===== src/rtl/simd_operand_stager_pkg.sv =====
// Shared definitions for the SIMD operand stager: FSM states, adder conf bit
// positions and the default operand/beat widths.
package simd_operand_stager_pkg;

  typedef enum logic [1:0] {
    LOAD_A = 2'd0,
    LOAD_B = 2'd1,
    HOLD   = 2'd2
  } stager_state_t;

  // Bit positions inside the 4-bit adder conf word {en,sub,rsv,rsv}
  localparam int CONF_EN  = 3;
  localparam int CONF_SUB = 2;

  localparam int DEFAULT_DATA_W = 64;
  localparam int DEFAULT_BEAT_W = 16;

endpackage


===== src/rtl/simd_operand_stager.sv =====
// Assembles operand A then operand B from narrow input beats and presents the
// pair, together with the conf word captured on A's first beat, to the SIMD adder.
module simd_operand_stager
  import simd_operand_stager_pkg::*;
#(
  parameter int DATA_W = DEFAULT_DATA_W,
  parameter int BEAT_W = DEFAULT_BEAT_W
) (
  input  logic              clk,
  input  logic              rst,
  input  logic              flush,
  input  logic              in_valid,
  output logic              in_ready,
  input  logic [BEAT_W-1:0] in_data,
  input  logic [3:0]        in_conf,
  output logic              op_valid,
  input  logic              op_ready,
  output logic [DATA_W-1:0] op_a,
  output logic [DATA_W-1:0] op_b,
  output logic [3:0]        op_conf,
  output logic              busy
);

  localparam int BEATS = DATA_W / BEAT_W;
  localparam int CNT_W = (BEATS > 1) ? $clog2(BEATS) : 1;
  localparam logic [CNT_W-1:0] LAST_BEAT = CNT_W'(BEATS - 1);

  stager_state_t    state, state_next;
  logic [CNT_W-1:0] beat_cnt, beat_cnt_next;
  logic             beat_xfer;
  logic             pair_fire;
  int unsigned      beat_base;

  // in_ready decodes registered state only, so op_ready never reaches it
  assign in_ready  = (state != HOLD);
  assign beat_xfer = in_valid && in_ready;
  assign pair_fire = op_valid && op_ready;
  assign busy      = !((state == LOAD_A) && (beat_cnt == '0));
  assign beat_base = int'(beat_cnt) * BEAT_W;

  always_ff @(posedge clk or posedge rst) begin
    if (rst) begin
      state    <= LOAD_A;
      beat_cnt <= '0;
      op_valid <= 1'b0;
    end else begin
      state    <= state_next;
      beat_cnt <= beat_cnt_next;
      op_valid <= (state_next == HOLD);
    end
  end

  always_comb begin
    state_next    = state;
    beat_cnt_next = beat_cnt;
    if (flush) begin
      state_next    = LOAD_A;
      beat_cnt_next = '0;
    end else begin
      case (state)
        LOAD_A: begin
          if (beat_xfer) begin
            if (beat_cnt == LAST_BEAT) begin
              state_next    = LOAD_B;
              beat_cnt_next = '0;
            end else begin
              beat_cnt_next = beat_cnt + 1'b1;
            end
          end
        end
        LOAD_B: begin
          if (beat_xfer) begin
            if (beat_cnt == LAST_BEAT) begin
              state_next    = HOLD;
              beat_cnt_next = '0;
            end else begin
              beat_cnt_next = beat_cnt + 1'b1;
            end
          end
        end
        HOLD: begin
          if (pair_fire) begin
            state_next    = LOAD_A;
            beat_cnt_next = '0;
          end
        end
        default: begin
          state_next    = LOAD_A;
          beat_cnt_next = '0;
        end
      endcase
    end
  end

  // Operand registers only change on an accepted beat, so they hold in HOLD
  always_ff @(posedge clk or posedge rst) begin
    if (rst) begin
      op_a    <= '0;
      op_b    <= '0;
      op_conf <= '0;
    end else if (flush) begin
      op_a    <= '0;
      op_b    <= '0;
      op_conf <= '0;
    end else if (beat_xfer) begin
      case (state)
        LOAD_A: begin
          op_a[beat_base +: BEAT_W] <= in_data;
          if (beat_cnt == '0) begin
            op_conf <= in_conf;
          end
        end
        LOAD_B: op_b[beat_base +: BEAT_W] <= in_data;
        default: ;
      endcase
    end
  end

endmodule


===== config.mk =====
export PLATFORM = sky130hd
export DESIGN_NAME = simd_operand_stager
export DESIGN_NICKNAME = d
export VERILOG_FILES = /design/src/rtl/simd_operand_stager_pkg.sv /design/src/rtl/simd_operand_stager.sv
export SDC_FILE = /design/constraint.sdc
export NUM_CORES = 1
export LEC_CHECK = 0
export CAP_MARGIN = 25
export CORE_MARGIN = 8
export CORE_UTILIZATION = 45
export CTS_BUF_LIST = sky130_fd_sc_hd__clkbuf_2
export DETAILED_ROUTE_END_ITERATION = 10
export PLACE_DENSITY = 0.9
export SLEW_MARGIN = 20
export SYNTH_ARGS = -nofsm -noshare
export SYNTH_HDL_FRONTEND = slang
export SYNTH_SLANG_ARGS = --single-unit

===== constraint.sdc =====
create_clock -name clk -period 4.45 [get_ports clk]
set_input_delay 0.89 -clock clk [delete_from_list [all_inputs] [get_ports clk]]
set_output_delay 0.89 -clock clk [all_outputs]
set_load 0.02 [all_outputs]

==> results.md, run 1 <==
* Clock transition at path regs at 0.18 ns
* Pwr dens at ~290 mW/mm²
* Grt peak-use layer: met2
* Leakage at 3.62 nW
* Pre-CTS setup slack at 1.29 ns
* First-pass GRT wire length at between 20 and 30 mm
* Unrepaired setup endpoints after global routing: false
* Via/cell ratio at 5.54
* Final setup violation count at 0
* Worst-Skew Late Latency at 0.71 ns
* Largest net degree at the start of global routing at between 100 and 150
* Global-route track usage on met2 at 34.1%
* Syn avg cell area at 13.9 µm²
* Final Hold Vio Count at 0
* Die Y at ~130 µm
* Clk sinks at between 100 and 150
* WS Path Type: reg2out
* Hold WS at 0.528 ns
* Mapped cell area at 0.00572 mm²
* Yosys cell types at 38
* Number of setup buffers added after CTS at 0
* R2R setup slack at 1.77 ns
* Switching Share at between 20% and 30%
* GRT Total Usage at about a fifth
* Fill cells at 1008
* HP Class: reg2reg
* Total of max-cap violations at 0
* Hold-fix buffer count after cts at 0
* Total clock buffers created by CTS at 17
* Die Wd at 129 µm
* Crit path cell chain: inv_1, ha_1, nand2_1, clkdlybuf4s50_1
* Register bit total from synthesis at 137
* Routed wire length at 17.0 mm
* CP Capture Type: primary output
* Layout Nets at 595
* Post-DP HPWL at between 10 and 15 mm
* Grt ovf at 0
* CTS max path bufs at 2
* CP Max Fanout at 10
* GPL Wtd Cong at 0.874
* Seq/Total Area, Yosys at 60.0%
* Max-Slew Margin vs Limit at 30.6%
* Worst ir drop on vdd at 0.000173 V
* WP data required at 3.56 ns
* H-tree Lvls at 4
* IO buf count at 159
* Fin crit share at 74.3%
* DP Area at 0.00741 mm²
* Vias post-DR at 4164
* Setup TNS Final at 0 ns
* Die Area at 0.0166 mm²
* Number of remaining DRC errors at 0
* Comb power frac at 10.5%
* Initial antenna violation count at 0
* Post-synth top flop: dfrtp_1
* Syn nets at about 440
* Final setup margin at 1.15 ns
* ANT cells at 0
* I/O pin total at 160
* Starting density of the core at 45.7%
* Design area at 0.00763 mm²
* Post-route ant nets at 0
* Slowest CP cell: clkdlybuf4s50_1
* Post-cts gate resize count at 0
* CTS Root Cell: clkbuf_2
* Number of synthesized flops with an enable pin at 0
* Internal at ~1.6 mW
* Commonest non-fill, non-tap cell in the layout: clkdlybuf4s50_1
* Synth Instances at 412
* Status: finished, final reports clean
* Clk_skew at around 0.026 ns
* Wirelength per Cell at 22.6 µm
* CTS tree: built
* Drt first pass iters at 5
* Switching pwr at 0.593 mW
* Number of global-route vias before repair at 4552
* Min Tclk post-route at 3.30 ns
* Worst EP arrival at about 2.4 ns
* GR met3 Demand/Resource at under 10%
* Startpoint type of the worst setup path: register
* Peak Freq at a little over 0.3 GHz
* Layout cell share with drive strength beyond 1 at ~20%
* Asr flop ratio synth at 100%
* Area delta synth->final at 33.4%
* First DRT Iteration DRCs at ~270
* Synth warnings at 0
* Slew Viols, Final at 0
* CORE AREA at 0.0125 mm²
* Met1 usage at roughly 24%
* Final core utilization at between 60% and 70%
* Power Total at 2.19 mW
* Core Rows at between 40 and 50
* Commonest non-fill, non-tap cells in the layout: clkdlybuf4s50_1, dfrtp_1, mux2_2
* Sequential power share at roughly 58%
* Non-Filler Instances at 751
* Worst slew pin tran at approximately 1.0 ns
* Clock power frac at 31.4%
* Placed insts at 718
* Crit-path max cell delay at approximately 0.62 ns
## synth_stat cells (2+ instances only)
cell / instances / area, µm²
buf_4: 5 / 37.5
nor2b_1: 2 / 12.5
buf_2: 8 / 40.0
nand3_1: 2 / 10.0
ha_1: 4 / 50.1
a22o_1: 50 / 438
nor4b_1: 2 / 17.5
nor2_2: 2 / 12.5
mux2i_1: 5 / 50.1
and3_1: 18 / 113
a21o_1: 9 / 67.6
nand2b_1: 2 / 12.5
a21oi_2: 3 / 26.3
mux2_2: 69 / 777
nor3b_1: 9 / 67.6
a21oi_1: 4 / 20.0
and4_1: 16 / 140
nor4_4: 2 / 42.5
nor3_1: 9 / 45.0
clkbuf_1: 12 / 45.0
dfrtp_1: 137 / 3430
nor2_1: 8 / 30.0
buf_6: 4 / 45.0
nand2_1: 11 / 41.3
a31oi_2: 2 / 25.0
inv_1: 5 / 18.8
## power groups by stage
| stage | registers [mW] | logic, mW | clock network (mW) |
|---|---|---|---|
| floorplan | 1.31 | 0.115 | 0 |
| global placement | 1.29 | 0.225 | 0 |
| detailed placement | 1.29 | 0.232 | 0 |
| CTS | 1.27 | 0.232 | 0.707 |
| global route | 1.28 | 0.247 | 0.760 |
| finish | 1.27 | 0.230 | 0.687 |
## state kept, by name, summed over array words and instances, names as in the netlist
signal,cells
op_conf,4
state,2
op_b,64
op_a,64
beat_cnt,2
op_valid,1
## critical path: cells and delay by family, from the launching register on
family / cells / cell delay, ns
flip-flops: 1 / 0.57
buffers and inverters: 2 / 0.74
AND/OR/NAND/NOR: 1 / 0.11
adder cells (fa/ha/maj): 1 / 0.29
## kinds of logic after synthesis
kind of cell / count (synthesis) / synth area share (%)
AO/OA/AOI/OAI: 69 / 10.2
XOR/XNOR: 1 / 0.153
adder cells (fa/ha/maj): 4 / 0.875
buffers and inverters: 36 / 3.41
flip-flops: 137 / 60.0
multiplexers: 74 / 14.5
AND/OR/NAND/NOR: 91 / 10.9
## path summary, 6_finish.rpt
| check | from | to | cells past startpoint |
|---|---|---|---|
| worst max-delay path | beat_cnt[0] | busy | 4 |
| worst min-delay path | op_a[23] | op_a[23] | 1 |
| worst max register to register | beat_cnt[0] | op_a[9] | 5 |
| worst min register to register | op_a[23] | op_a[23] | 1 |
| max in group asynchronous | rst | op_a[63] | 3 |
| min in group asynchronous | rst | op_a[1] | 3 |
## layout make-up
type	instances	area [µm²]	area share (%)
clock buffers	20	100	1.31
clock inverters	12	108	1.41
inverters	5	22.5	0.295
multi-input cells	239	2090	27.5
flip-flops and latches	137	3430	44.9
well taps	172	215	2.82
repair buffers	166	1660	21.8
## layer usage
| metal | part of all wire, % | wire length (µm) | up-vias |
|---|---|---|---|
| li1 | - | - | 1829 |
| met1 | 40 | 6770 | 2137 |
| met2 | 49 | 8390 | 165 |
| met3 | 8.0 | 1360 | 33 |
| met4 | 2.7 | 459 | 0 |
| met5 | 0 | 0 | - |
Power figures use the tool's default switching activity.
==> inputs of run 2 (changes only) <==
==> constraint.sdc (replaced) <==
create_clock -name clk -period 2.9 [get_ports clk]
set_input_delay 0.58 -clock clk [delete_from_list [all_inputs] [get_ports clk]]
set_output_delay 0.58 -clock clk [all_outputs]
set_load 0.02 [all_outputs]
==> run 2 against run 1 <==
  * First-iteration DRC count is 39% higher
  * Setup slack worse by 1.0 ns
  * Clock-buffer cell count is 1 lower
  * Die area stayed put
  * Clock power is 110% higher
  * Sequential share of layout area is 1.1 points lower
  * Register-to-register slack worse by 1.2 ns
  * Sequential power is 54% higher
  * Clock skew is 0.0079 ns lower
  * Routed wire length is 0.47% lower
==> results.md, run 2 (synthesis results as in run 1) <==
* Status: finished, final reports clean
* Clk sinks at 137 (unchanged)
* Die Area at 0.0166 mm² (unchanged)
* Layout cell share with drive strength beyond 1 at 22.8% (+2.4 points)
* Via/cell ratio at 5.52 (-0.40%)
* WS Path Type: reg2out
* Crit path cell chain: inv_1, ha_1, nand2_1, clkdlybuf4s50_1
* Slowest CP cell: clkdlybuf4s50_1
* Min Tclk post-route at 2.77 ns
* Hold-fix buffer count after cts at 0 (unchanged)
* CP Max Fanout at 6 (-4)
* Final setup margin at 0.129 ns (-1.02 ns)
* Final setup violation count at 0 (unchanged)
* Pre-CTS setup slack at 0.343 ns (-0.948 ns)
* Setup TNS Final at 0 ns (unchanged)
* Clk_skew at 0.0179 ns (-0.00789 ns)
* Commonest non-fill, non-tap cell in the layout: clkdlybuf4s50_1
* Drt first pass iters at 4 (-1)
* Area delta synth->final at 36.8%
* Crit-path max cell delay at 0.56 ns (-0.06 ns)
* CTS max path bufs at 2 (unchanged)
* Worst-Skew Late Latency at 0.70 ns (about the same)
* CTS tree: built
* Core Rows at 41 (unchanged)
* Commonest non-fill, non-tap cells in the layout: clkdlybuf4s50_1, dfrtp_1, mux2_2
* Pwr dens at 480 mW/mm² (+67%)
* Grt peak-use layer: met2
* GPL Wtd Cong at 0.893 (+2.3%)
* First-pass GRT wire length at 26.0 mm (-0.32%)
* H-tree Lvls at 4 (unchanged)
* ANT cells at 0 (unchanged)
* First DRT Iteration DRCs at 369 (+39%)
* CP Capture Type: primary output
* Worst ir drop on vdd at 0.000361 V (+110%)
* Total clock buffers created by CTS at 17 (unchanged)
* I/O pin total at 160 (unchanged)
* Grt ovf at 0 (unchanged)
* Routed wire length at 16.9 mm (-0.47%)
* Startpoint type of the worst setup path: register
* Worst EP arrival at 2.19 ns (-0.22 ns)
* GRT Total Usage at 21.0% (+0.069 points)
* Unrepaired setup endpoints after global routing: false
* Initial antenna violation count at 0 (unchanged)
* Clock transition at path regs at 0.19 ns (about the same)
* Largest net degree at the start of global routing at 56 (-59%)
* Total of max-cap violations at 0 (unchanged)
* Worst slew pin tran at 0.810 ns (-0.231 ns)
* Leakage at 3.72 nW (+2.7%)
* WP data required at 2.32 ns (-1.24 ns)
* Fin crit share at 95.5%
* Hold WS at 0.308 ns (-0.220 ns)
* Vias post-DR at 4197 (+0.79%)
* Met1 usage at 24.1% (-0.23 points)
* Die Wd at 129 µm (unchanged)
* Layout Nets at 604 (+1.5%)
* IO buf count at 159 (unchanged)
* Max-Slew Margin vs Limit at 45.9% (+15 points)
* Peak Freq at about 0.36 GHz
* Largest registers: op_a (64), op_b (64), op_conf (4)
* Final Hold Vio Count at 0 (unchanged)
* Number of global-route vias before repair at 4467 (-1.9%)
* Wirelength per Cell at 22.2 µm (-1.6%)
* CORE AREA at 0.0125 mm² (unchanged)
* Die Y at 129 µm (unchanged)
* Global-route track usage on met2 at 35.4% (+1.3 points)
* Post-DP HPWL at 12.6 mm (+3.1%)
* Post-route ant nets at 0 (unchanged)
* Number of remaining DRC errors at 0 (unchanged)
* CTS Root Cell: clkbuf_2
* Slew Viols, Final at 0 (unchanged)
* HP Class: in2async
* GR met3 Demand/Resource at 7.32% (-0.50 points)
* Starting density of the core at 45.7% (unchanged)
run 2: cell types whose count changed in the layout (fill, tap and decap cells not counted):
| cell | before | now |
|---|---|---|
| dfrtp_2 | 0 | 3 |
| clkinv_1 | 4 | 1 |
| clkbuf_2 | 20 | 19 |
| dfrtp_1 | 137 | 134 |
| nor2b_1 | 2 | 1 |
| clkinv_4 | 0 | 3 |
| bufinv_16 | 2 | 6 |
| buf_6 | 1 | 0 |
| clkinv_2 | 5 | 3 |
| buf_12 | 1 | 2 |
| buf_4 | 5 | 14 |
| nor2b_2 | 0 | 1 |
| clkinvlp_4 | 2 | 1 |
run 2: metrics by stage:
stage | power [mW] | std cells | utilization, % | cell area (µm²)
CTS | 3.79 | 758 | 62.4 | 7800
finish | 3.75 | 760 | 62.5 | 7820
floorplan | 2.18 | 412 | - | 5720
detailed placement | 2.35 | 725 | 59.7 | 7470
global route | 3.88 | 760 | 62.5 | 7820
global placement | 2.33 | 725 | 59.7 | 7470
run 2: repair_timing:
item,4_1_cts,5_1_grt
resized for setup,2,2
setup buffers,1,2
endpoints found under the setup margin,2,2
run 2: area by class of cell:
cell class,instances,area (µm²)
well taps,172,215
flip-flops and latches,137,3430
clock buffers,19,95.1
repair buffers,175,1740
fillers,974,4690
multi-input cells,239,2100
inverters,5,22.5
clock inverters,13,225
run 2: final timing paths:
check                             from  slack [ns]  cells after the start    endpoint
max in group asynchronous          rst        1.89                      3    op_a[51]
min in group clk            in_conf[1]        0.49                      3  op_conf[1]
min reg2reg                   op_b[48]        0.52                      1    op_b[48]
min                                rst        0.31                      2    op_a[12]
max reg2reg                beat_cnt[1]        0.60                      5    op_a[50]
max                        beat_cnt[0]        0.13                      4        busy
run 2: report_power, final:
part / total [mW] / internal, mW / switching [mW]
registers: 1.95 / 1.94 / 0.0155
clock network: 1.44 / 0.743 / 0.694
logic: 0.364 / 0.139 / 0.225
run 2: worst max-delay path, delay by kind of cell, from the launching register on:
| kind | cells | cell delay [ns] |
|---|---|---|
| buffers and inverters | 2 | 0.65 |
| DFF | 1 | 0.45 |
| and+or+nand+nor | 1 | 0.09 |
| adders and majority gates | 1 | 0.30 |
run 2: routing by layer:
metal  share of wire [%]  routed length, µm  up-vias
li1                    -                  -     1855
met3                 8.5               1430       25
met5                   0                  0        -
met1                  38               6460     2172
met4                 2.1                349        0
met2                  51               8660      145
==> inputs of run 3 (changes only) <==
--- a/config.mk
+++ b/config.mk
@@ -9,8 +9,11 @@
 export CORE_MARGIN = 8
 export CORE_UTILIZATION = 45
 export CTS_BUF_LIST = sky130_fd_sc_hd__clkbuf_2
+export CTS_CLUSTER_DIAMETER = 150
 export DETAILED_ROUTE_END_ITERATION = 10
+export HOLD_SLACK_MARGIN = 0.03
 export PLACE_DENSITY = 0.9
+export REMOVE_ABC_BUFFERS = 1
 export SLEW_MARGIN = 20
 export SYNTH_ARGS = -nofsm -noshare
 export SYNTH_HDL_FRONTEND = slang
==> run 3 against run 2 <==
  * Total power is 7.8% lower
  * First-iteration DRC count is 27% lower
  * Die area stayed put
==> results.md, run 3 (synthesis results as in run 1) <==
* Status: finished, final reports clean
* GRT Total Usage at 20.9% (-0.13 points)
* Grt ovf at 0 (unchanged)
* Final core utilization at 61.9% (-0.65 points)
* Final setup margin at 0.209 ns (+0.0800 ns)
* Commonest non-fill, non-tap cells in the layout: clkdlybuf4s50_1, dfrtp_1, mux2_2
* First-pass GRT wire length at 26.1 mm (+0.22%)
* HP Class: in2async
* Final setup violation count at 0 (unchanged)
* CP Capture Type: primary output
* CORE AREA at 0.0125 mm² (unchanged)
* Total of max-cap violations at 0 (unchanged)
* First DRT Iteration DRCs at 271 (-27%)
* Via/cell ratio at 5.49 (-0.55%)
* Worst ir drop on vdd at 0.000264 V (-27%)
* DP Area at 0.00747 mm² (unchanged)
* Pwr dens at 447 mW/mm² (-6.9%)
* CTS max path bufs at 2 (unchanged)
* Die Wd at 129 µm (unchanged)
* Min Tclk post-route at 2.69 ns (-0.0800 ns)
* Post-route ant nets at 0 (unchanged)
* Initial antenna violation count at 0 (unchanged)
* Design area at 0.00774 mm² (-1.0%)
* CP Max Fanout at 11 (+5)
* CTS Root Cell: clkbuf_2
* Total clock buffers created by CTS at 17 (unchanged)
* IO buf count at 159 (unchanged)
* Peak Freq at 0.372 GHz (+3.0%)
* Starting density of the core at 45.7% (unchanged)
* Startpoint type of the worst setup path: register
* Worst slew pin tran at 0.818 ns (+0.00773 ns)
* I/O pin total at 160 (unchanged)
* Commonest non-fill, non-tap cell in the layout: clkdlybuf4s50_1
* WP data required at 2.32 ns (about the same)
* Final Hold Vio Count at 0 (unchanged)
* Clk_skew at 0.0219 ns (+0.00400 ns)
* Clk sinks at 137 (unchanged)
* Clock transition at path regs at 0.20 ns (about the same)
* Leakage at 3.66 nW (-1.6%)
* Wirelength per Cell at 22.4 µm (+0.83%)
* Die Y at 129 µm (unchanged)
* Number of global-route vias before repair at 4538 (+1.6%)
* Die Area at 0.0166 mm² (unchanged)
* CTS tree: built
* GPL Wtd Cong at 0.806 (-9.8%)
* Drt first pass iters at 4 (unchanged)
* Fill cells at 1005 (+3.2%)
* Layout cell share with drive strength beyond 1 at 22.4% (-0.43 points)
* Layout Nets at 602 (-0.33%)
* Max-Slew Margin vs Limit at 45.4% (-0.57 points)
* WS Path Type: reg2out
* Vias post-DR at 4163 (-0.81%)
* Fin crit share at 92.8% (-2.8 points)
* Worst-Skew Late Latency at 0.69 ns (about the same)
* Core Rows at 41 (unchanged)
* Routed wire length at 17.0 mm (+0.57%)
* Number of remaining DRC errors at 0 (unchanged)
* Area delta synth->final at 35.4%
* H-tree Lvls at 4 (unchanged)
* Worst EP arrival at 2.11 ns (-0.08 ns)
* Unrepaired setup endpoints after global routing: false
* Pre-CTS setup slack at 0.265 ns (-0.0779 ns)
* ANT cells at 0 (unchanged)
* Post-DP HPWL at 12.4 mm (-1.4%)
* Setup TNS Final at 0 ns (unchanged)
* Largest net degree at the start of global routing at 66 (+18%)
* Largest registers: op_a (64), op_b (64), op_conf (4)
* Slew Viols, Final at 0 (unchanged)
run 3: changes by cell type in the layout (fill, tap and decap cells not counted), sizes merged:
cell / before / now
buf: 16 / 14
bufinv: 6 / 3
clkbuf: 19 / 17
clkinv: 7 / 8
clkinvlp: 1 / 4
inv: 4 / 5
run 3: cell type report:
type,count,area [µm²],area share [%]
clock buffers,17,85.1,1.10
clock inverters,15,159,2.05
inverters,5,23.8,0.307
repair buffers,173,1720,22.2
well taps,172,215,2.78
flip-flops and latches,137,3430,44.3
multi-input cells,239,2110,27.2
run 3: repair_timing:
action / CTS / global route
setup buffers: 1 / 1
endpoints found under the setup margin: 2 / 2
gates resized for setup: 3 / 2
hold buffers: 0 / 0
run 3: worst paths after layout:
kind,start,end,slack (ns),cells past startpoint
setup / recovery,state[1],in_ready,0.21,3
hold / removal,rst,op_a[15],0.33,2
setup reg to reg,beat_cnt[0],op_a[5],0.66,5
hold reg to reg,op_b[26],op_b[26],0.53,1
max in group asynchronous,rst,op_a[27],1.87,3
min in group clk,in_conf[3],op_conf[3],0.48,3
run 3: critical path, cell delays in order (launching register included):
cell and delay, ns:
dfrtp_2 0.53, nor2b_2 0.21, inv_1 0.08, clkdlybuf4s50_1 0.60
run 3: where the power goes:
group / internal [mW] / total, mW / switching, mW
clock network: 0.464 / 1.14 / 0.675
registers: 1.93 / 1.95 / 0.0174
logic: 0.139 / 0.367 / 0.228
total: 2.54 / 3.46 / 0.920
run 3: metrics by stage:
step | hold slack [ns] | power, mW | cells
floorplan | 0.561 | 2.16 | 381
global placement | 0.488 | 2.34 | 724
detailed placement | 0.492 | 2.35 | 724
CTS | 0.285 | 3.49 | 757
global route | 0.297 | 3.62 | 758
finish | 0.325 | 3.46 | 758
run 3: layer usage:
layer	global-route usage, %	wire length (µm)
met5	0	0
met4	7.46	379
met3	6.54	1440
met2	34.0	8440
met1	25.6	6750
